## config.mk

```make
export PLATFORM = sky130hd
export DESIGN_NAME = axi_lite_slave_regs
export DESIGN_NICKNAME = d
export VERILOG_FILES = /design/src/rtl/axi_lite_slave_regs.sv
export SDC_FILE = /design/constraint.sdc
export NUM_CORES = 1
export LEC_CHECK = 0
export BUFFER_PORTS_ARGS = -buffer_cell sky130_fd_sc_hd__buf_2
export CORE_AREA = 2 2 220 157
export DETAILED_ROUTE_END_ITERATION = 12
export DIE_AREA = 0 0 222 159
export PLACE_DENSITY_LB_ADDON = 0.2
export RECOVER_POWER = 25
export SLEW_MARGIN = 20
export SYNTH_ARGS = -nofsm -noshare
export SYNTH_HDL_FRONTEND = slang
export SYNTH_SLANG_ARGS = --single-unit
```

## constraint.sdc

```tcl
create_clock -name aclk -period 19.09 [get_ports aclk]
set_clock_uncertainty 0.1 [all_clocks]
set_input_delay 3.818 -clock aclk [delete_from_list [all_inputs] [get_ports aclk]]
set_output_delay 3.818 -clock aclk [all_outputs]
set_load 0.02 [all_outputs]
```

## src/rtl/axi_lite_slave_regs.sv

```systemverilog
// AXI4-Lite slave exposing NUM_REGS 32-bit registers with byte strobes.
// Independent write and read FSMs; out-of-range accesses answer SLVERR.
module axi_lite_slave_regs #(
  parameter int NUM_REGS = 8,
  parameter int ADDR_W   = 32
) (
  input  logic                     aclk,
  input  logic                     areset,
  input  logic [ADDR_W-1:0]        awaddr,
  input  logic                     awvalid,
  output logic                     awready,
  input  logic [31:0]              wdata,
  input  logic [3:0]               wstrb,
  input  logic                     wvalid,
  output logic                     wready,
  output logic [1:0]               bresp,
  output logic                     bvalid,
  input  logic                     bready,
  input  logic [ADDR_W-1:0]        araddr,
  input  logic                     arvalid,
  output logic                     arready,
  output logic [31:0]              rdata,
  output logic [1:0]               rresp,
  output logic                     rvalid,
  input  logic                     rready,
  output logic [NUM_REGS*32-1:0]   regs_flat
);

  localparam int IDX_W = $clog2(NUM_REGS);
  localparam logic [1:0] RESP_OKAY   = 2'b00;
  localparam logic [1:0] RESP_SLVERR = 2'b10;

  typedef enum logic [1:0] {W_IDLE, W_HAVE_A, W_HAVE_D, W_RESP} w_state_t;
  typedef enum logic {R_IDLE, R_DATA} r_state_t;

  w_state_t w_state_reg, w_state_next;
  r_state_t r_state_reg, r_state_next;

  logic              ready_en_reg;
  logic [ADDR_W-1:0] awaddr_reg;
  logic [31:0]       wdata_reg;
  logic [3:0]        wstrb_reg;
  logic [31:0]       regs_reg [NUM_REGS];
  logic [31:0]       rdata_reg;
  logic [1:0]        rresp_reg;
  logic [1:0]        bresp_reg;

  logic              aw_take, w_take, ar_take, commit;
  logic [ADDR_W-1:0] wr_addr, wr_word, rd_word;
  logic [31:0]       wr_data;
  logic [3:0]        wr_strb;
  logic [IDX_W-1:0]  wr_idx, rd_idx;
  logic              wr_in_range, rd_in_range;

  // Readies stay low through reset and rise on the first edge after release.
  always_comb begin
    w_state_next = w_state_reg;
    awready      = 1'b0;
    wready       = 1'b0;
    bvalid       = 1'b0;
    aw_take      = 1'b0;
    w_take       = 1'b0;
    commit       = 1'b0;
    case (w_state_reg)
      W_IDLE: begin
        awready = ready_en_reg;
        wready  = ready_en_reg;
        if (ready_en_reg) begin
          aw_take = awvalid;
          w_take  = wvalid;
          if (awvalid && wvalid) begin
            w_state_next = W_RESP;
            commit       = 1'b1;
          end else if (awvalid) begin
            w_state_next = W_HAVE_A;
          end else if (wvalid) begin
            w_state_next = W_HAVE_D;
          end
        end
      end
      W_HAVE_A: begin
        wready = 1'b1;
        if (wvalid) begin
          w_take       = 1'b1;
          w_state_next = W_RESP;
          commit       = 1'b1;
        end
      end
      W_HAVE_D: begin
        awready = 1'b1;
        if (awvalid) begin
          aw_take      = 1'b1;
          w_state_next = W_RESP;
          commit       = 1'b1;
        end
      end
      W_RESP: begin
        bvalid = 1'b1;
        if (bready) w_state_next = W_IDLE;
      end
      default: w_state_next = W_IDLE;
    endcase
  end

  always_comb begin
    r_state_next = r_state_reg;
    arready      = 1'b0;
    rvalid       = 1'b0;
    ar_take      = 1'b0;
    case (r_state_reg)
      R_IDLE: begin
        arready = ready_en_reg;
        if (ready_en_reg && arvalid) begin
          ar_take      = 1'b1;
          r_state_next = R_DATA;
        end
      end
      R_DATA: begin
        rvalid = 1'b1;
        if (rready) r_state_next = R_IDLE;
      end
      default: r_state_next = R_IDLE;
    endcase
  end

  // Whichever half arrived first was latched; the other comes straight from the bus.
  assign wr_addr     = (w_state_reg == W_HAVE_A) ? awaddr_reg : awaddr;
  assign wr_data     = (w_state_reg == W_HAVE_D) ? wdata_reg  : wdata;
  assign wr_strb     = (w_state_reg == W_HAVE_D) ? wstrb_reg  : wstrb;
  assign wr_word     = wr_addr >> 2;
  assign wr_idx      = wr_word[IDX_W-1:0];
  assign wr_in_range = (wr_word < ADDR_W'(NUM_REGS));
  assign rd_word     = araddr >> 2;
  assign rd_idx      = rd_word[IDX_W-1:0];
  assign rd_in_range = (rd_word < ADDR_W'(NUM_REGS));

  always_ff @(posedge aclk or posedge areset) begin
    if (areset) begin
      w_state_reg  <= W_IDLE;
      r_state_reg  <= R_IDLE;
      ready_en_reg <= 1'b0;
      awaddr_reg   <= '0;
      wdata_reg    <= '0;
      wstrb_reg    <= '0;
      rdata_reg    <= '0;
      rresp_reg    <= RESP_OKAY;
      bresp_reg    <= RESP_OKAY;
      for (int i = 0; i < NUM_REGS; i++) regs_reg[i] <= '0;
    end else begin
      w_state_reg  <= w_state_next;
      r_state_reg  <= r_state_next;
      ready_en_reg <= 1'b1;
      if (aw_take) awaddr_reg <= awaddr;
      if (w_take) begin
        wdata_reg <= wdata;
        wstrb_reg <= wstrb;
      end
      if (commit) begin
        bresp_reg <= wr_in_range ? RESP_OKAY : RESP_SLVERR;
        if (wr_in_range) begin
          for (int k = 0; k < 4; k++) begin
            if (wr_strb[k]) regs_reg[wr_idx][8*k +: 8] <= wr_data[8*k +: 8];
          end
        end
      end
      // Non-blocking read of regs_reg yields the pre-write value on a same-edge commit.
      if (ar_take) begin
        rdata_reg <= rd_in_range ? regs_reg[rd_idx] : 32'h0;
        rresp_reg <= rd_in_range ? RESP_OKAY : RESP_SLVERR;
      end
    end
  end

  assign bresp = bresp_reg;
  assign rdata = rdata_reg;
  assign rresp = rresp_reg;

  generate
    for (genvar gi = 0; gi < NUM_REGS; gi++) begin : g_flat
      assign regs_flat[32*gi +: 32] = regs_reg[gi];
    end
  endgenerate

endmodule
```

Word level (Yosys, flattened, before mapping)
Index checks and enable logic that the tools add are counted.

word-level totals
  register bits after elaboration = 364
  bits of input ports = 107
  output and inout bits = 297
  word-level logic and storage cells = 96

cells by class
  order comparisons = 5
  equal/unequal tests = 8
  mux-type cells = 57
  bitwise gates (word level) = 3
  reductions and logical operators = 6

operator list
  cell                                                                    number
  256-bit two-way mux                                                     10
  256-bit bitwise mux                                                     4
  32-bit demux with 3-bit select                                          4
  32-bit two-way mux                                                      6
  32-bit binary-select mux with 3-bit select                              1
  30-bit by 4-bit < comparator with 1-bit output (second input constant)  2
  24-bit two-way mux                                                      1
  2-bit two-way mux                                                       9
  16-bit two-way mux                                                      1
  1-bit two-way mux                                                       12
  1-bit case mux with 2 select lines                                      5
  4-bit >= comparator (second input constant)                             2
  8-bit two-way mux                                                       1
  2-bit != test (second input constant)                                   4
  3-bit NOT with 4-bit output                                             2
  2-bit case mux with 4 select lines                                      1
  5-bit AND reduction                                                     1
  2-bit equality test (second input constant)                             2
  4-bit by 1-bit < comparator with 1-bit output (second input constant)   1
  4-bit two-way mux                                                       1
  4-bit != test (second input constant)                                   1
  1-bit logical AND                                                       3
  1-bit case mux with 3 select lines                                      1
  2-bit by 1-bit equality test with 1-bit output (second input constant)  1
  other kinds (3)                                                         3

Longest topological paths before layout
  depth in word-level cells = 21
  gate-level depth with buffers = 10
  mapped depth without buffers = 7

Least setup slack after synthesis
Ideal clock, no wire load.

  path kind = input to register
  from = input awaddr[24]
  to = register regs_reg, in the netlist regs_flat[120]
  data arrival time = 5,400 ps
  path slack = 13,462 ps
  cell stages on the path = 7
  buffers on the path = 2
  path through = nor4_1 -> nand4_1 -> a221oi_2 -> buf_6 -> buf_12 -> nand4_4 -> mux2_1

on the way
  longest elaborated chain between the ends = 3

ends and longest elaborated chain
  element                                         RTL line  RTL
  from (decl)                                     9         input logic [ADDR_W-1:0] awaddr,
  32-bit two-way mux                              127       assign wr_addr = (w_state_reg == W_HAVE_A) ? awaddr_reg : awaddr;
  30-bit by 4-bit < comparator with 1-bit output  132       assign wr_in_range = (wr_word < ADDR_W'(NUM_REGS));
  2-bit AND reduction (no source line)            n/a
  to (signal, indexed assignment)                 162       if (wr_strb[k]) regs_reg[wr_idx][8*k +: 8] <= wr_data[8*k +: 8];
  to (decl)                                       43        logic [31:0] regs_reg [NUM_REGS];

Every way passes these cells.
A chain may end at the register's enable or synchronous reset.

==> flow_metrics.env <==
export IMPL_worst_slew_pin_slew_ns=4.91
export IMPL_dieArea_mm2=0.0353
export IMPL_via_count=10926
export IMPL_areaGrowthSynthToFinish_pct=22.2
export IMPL_hold_ws_ns=0.377
export IMPL_portBuffers=397
export IMPL_antenna_left=0
export IMPL_violations="capacitance limit, slew limit"
export IMPL_cp_cell_sequence="buf_2 -> clkinvlp_2 -> buf_12 -> buf_4"
export IMPL_fin_setup_tns_ns=0
export IMPL_critPathLaunchType="input port"
export IMPL_period_share_pct=41.8
export IMPL_p_per_area_mw_per_mm2=103
export IMPL_wl_per_cell_um=23.9
export IMPL_status="finished with violations"
export IMPL_hpwl_um=30000
export IMPL_netlist_area_leader_share_pct=55.0
export IMPL_slew_violations=199
export IMPL_firstDrtPassIters=5
export IMPL_antenna_found_initial=8
export IMPL_synth_most_common_cell="dfrtp_1"
export IMPL_met1_length_um=20200
export IMPL_syn_area_per_cell_um2=15.5
export IMPL_fin_nets=1564
export IMPL_rows=56
export IMPL_largest_register_ffs=256
export IMPL_ir_drop_mv=0.0641
export IMPL_hp_class="flop to flop"
export IMPL_finalHoldViolations=0
export IMPL_ys_warn_count=0
export IMPL_cts_max_level=2
export IMPL_relSlewSlack_pct=-229
export IMPL_cts_tree="yes"
export IMPL_maxCapViolations=4
export IMPL_ctsHoldBuffers=0
export IMPL_cpMaxStageDelayCell="clkinvlp_2"
export IMPL_syn_area_mm2=0.0164
export IMPL_p_leak_nw=10.4
export IMPL_routed_wl_met3_um=3220
export IMPL_rsz0062_at_grt="false"
export IMPL_path_clk_slew_ns=0.06
export IMPL_async_flop_share_pct=100
export IMPL_yosysTopAreaCell="dfrtp_1"
export IMPL_synth_seq_cells=360
export IMPL_fillers=2644
export IMPL_post_cts_resized=0
export IMPL_fp_dieH_um=159
export IMPL_crit_path_end_kind="async pin"
export IMPL_setup_viol=0
export IMPL_layout_min_cycle_time_ns=7.98
export IMPL_path_max_fanout=173
export IMPL_cts_buffers=38
export IMPL_drt_iter0_markers=740
export IMPL_viasPerCell=5.69
export IMPL_drc=0
export IMPL_cts_buffer_depth=3
export IMPL_grt_use_total_pct=26.2
export IMPL_seq_area_frac_synth_pct=55.0
export IMPL_yosysUniqueCellTypes=42
export IMPL_routed_top_layer="met5"
export IMPL_num_io_pins=404
export IMPL_fp_dieW_um=222
export IMPL_routed_wl_um=45900
export IMPL_synthCells=1058
export IMPL_grt_pass1_vias=11158
export IMPL_synthTopCellsByCount="360 x dfrtp_1, 318 x mux2_2, 64 x mux4_2"
export IMPL_crit_type="input port to async pin"
export IMPL_grt_pass1_wl_um=70300
export IMPL_root_buffer="clkbuf_16"
export IMPL_post_cts_buffers=0
export IMPL_gp_congestion=0.808
export IMPL_cpPeakStageDelay_ns=2.68
export IMPL_required_ns=19.49
export IMPL_path_buf_inv=4
export IMPL_synth_edf_count=0
export IMPL_core_area_mm2=0.0331
export IMPL_synth_ff_type="dfrtp_1"
export IMPL_cp_top_family="buffers and inverters"
export IMPL_drive_gt1_share_pct=54.5
export IMPL_grt_overflow=0
export IMPL_wl_met2_um=21600
export IMPL_ys_top_cells_by_area="dfrtp_1 55%, mux2_2 22%, mux4_2 8.8%"
export IMPL_critPathArrivalTime_ns=8.38
export IMPL_clk_latency_ns=0.54
export IMPL_cts_sinks=360
export IMPL_initial_core_util_pct=49.4
export IMPL_grt_max_degree=174
export IMPL_max_freq_ghz=0.125
## layer usage
metal | vias to the layer above | track usage (%)
met5 | - | 0
met4 | 2 | 6.30
met3 | 66 | 6.11
met2 | 386 | 41.1
met1 | 5687 | 37.3
li1 | 4785 | -
## cell families after synthesis
| family | after synthesis | share of synthesized area, % |
|---|---|---|
| and+or+nand+nor | 119 | 5.45 |
| AOI/OAI and AO/OA | 54 | 1.90 |
| buffers and inverters | 64 | 1.88 |
| other | 2 | 0.0458 |
| adders and majority gates | 4 | 0.306 |
| DFF | 360 | 55.0 |
| muxes | 455 | 35.4 |
## placed cells by master, fill, tap and decap left out, types with 2 or more instances in the layout
master and instances:
clkbuf_8 6, mux2_1 39, and4b_1 4, nor4_1 17, ha_1 3, mux2_2 318, nor4b_1 2, nor2_2 2
dfrtp_1 360, conb_1 3, nand4_4 9, nor3_1 3, nand4_1 4, a21o_1 2, nor2b_1 3, clkbuf_1 86
mux4_2 64, clkbuf_16 41, o21ai_0 38, inv_1 8, diode_2 7, buf_2 319, bufinv_16 5, mux2i_1 34
buf_4 10, nand4_2 19, nand2_1 43, clkinv_2 5, a21oi_1 5, nor2_1 7
## through the flow
step           power (mW)  util, %  instance area [um^2]  setup slack [ns]  cells
4_1_cts              2.07     60.7                 20100             12.94   1914
6_report             2.05     60.4                 20000             11.11   1921
3_3_place_gp         1.26     56.7                 18800             12.47   1848
2_1_floorplan        1.17        -                 16400              5.18   1059
5_1_grt              2.15     60.4                 20000             10.17   1917
3_5_place_dp         1.28     56.7                 18800             12.37   1848
## worst paths after layout
path / depth (start not counted) / slack, ns / to / startpoint
worst max-delay path: 4 / 11.11 / regs_flat[223] / areset
worst min-delay path: 2 / 0.38 / rdata[20] / rdata[20]
worst max register to register: 9 / 15.09 / regs_flat[28] / w_state_reg[0]
worst min register to register: 2 / 0.38 / rdata[20] / rdata[20]
max in group aclk: 7 / 12.50 / rdata[29] / arvalid
min in group asynchronous: 2 / 4.66 / rdata[26] / areset
## area by class of cell
cell class                 count  area [um^2]  share of cell area (%)
timing repair buffer         409         1990                    9.93
clock inverter                12          194                   0.969
antenna                        7         17.5                  0.0875
sequential                   360         9010                    45.0
clock buffer                  54         1130                    5.67
multi-input combinational    635         7100                    35.4
inverter                       9         35.0                   0.175
tap                          435          544                    2.72
## worst reg2reg max path, stage by stage (launching register included)
cell	delay, ns
dfrtp_1	0.41
inv_1	0.10
ha_2	0.19
buf_4	0.57
a22oi_1	0.15
a21oi_1	0.57
a21boi_4	0.27
buf_4	0.48
nand4_2	0.57
mux2_2	0.47
## report_power, final
part	internal (mW)	total, mW	switching [mW]	leakage, nW
combinational	0.161	0.389	0.229	4.91
sequential	0.838	0.876	0.0378	4.87
clock	0.482	0.787	0.305	0.653
total	1.48	2.05	0.572	10.4
Note: power is estimated with default switching activity, not from simulation.
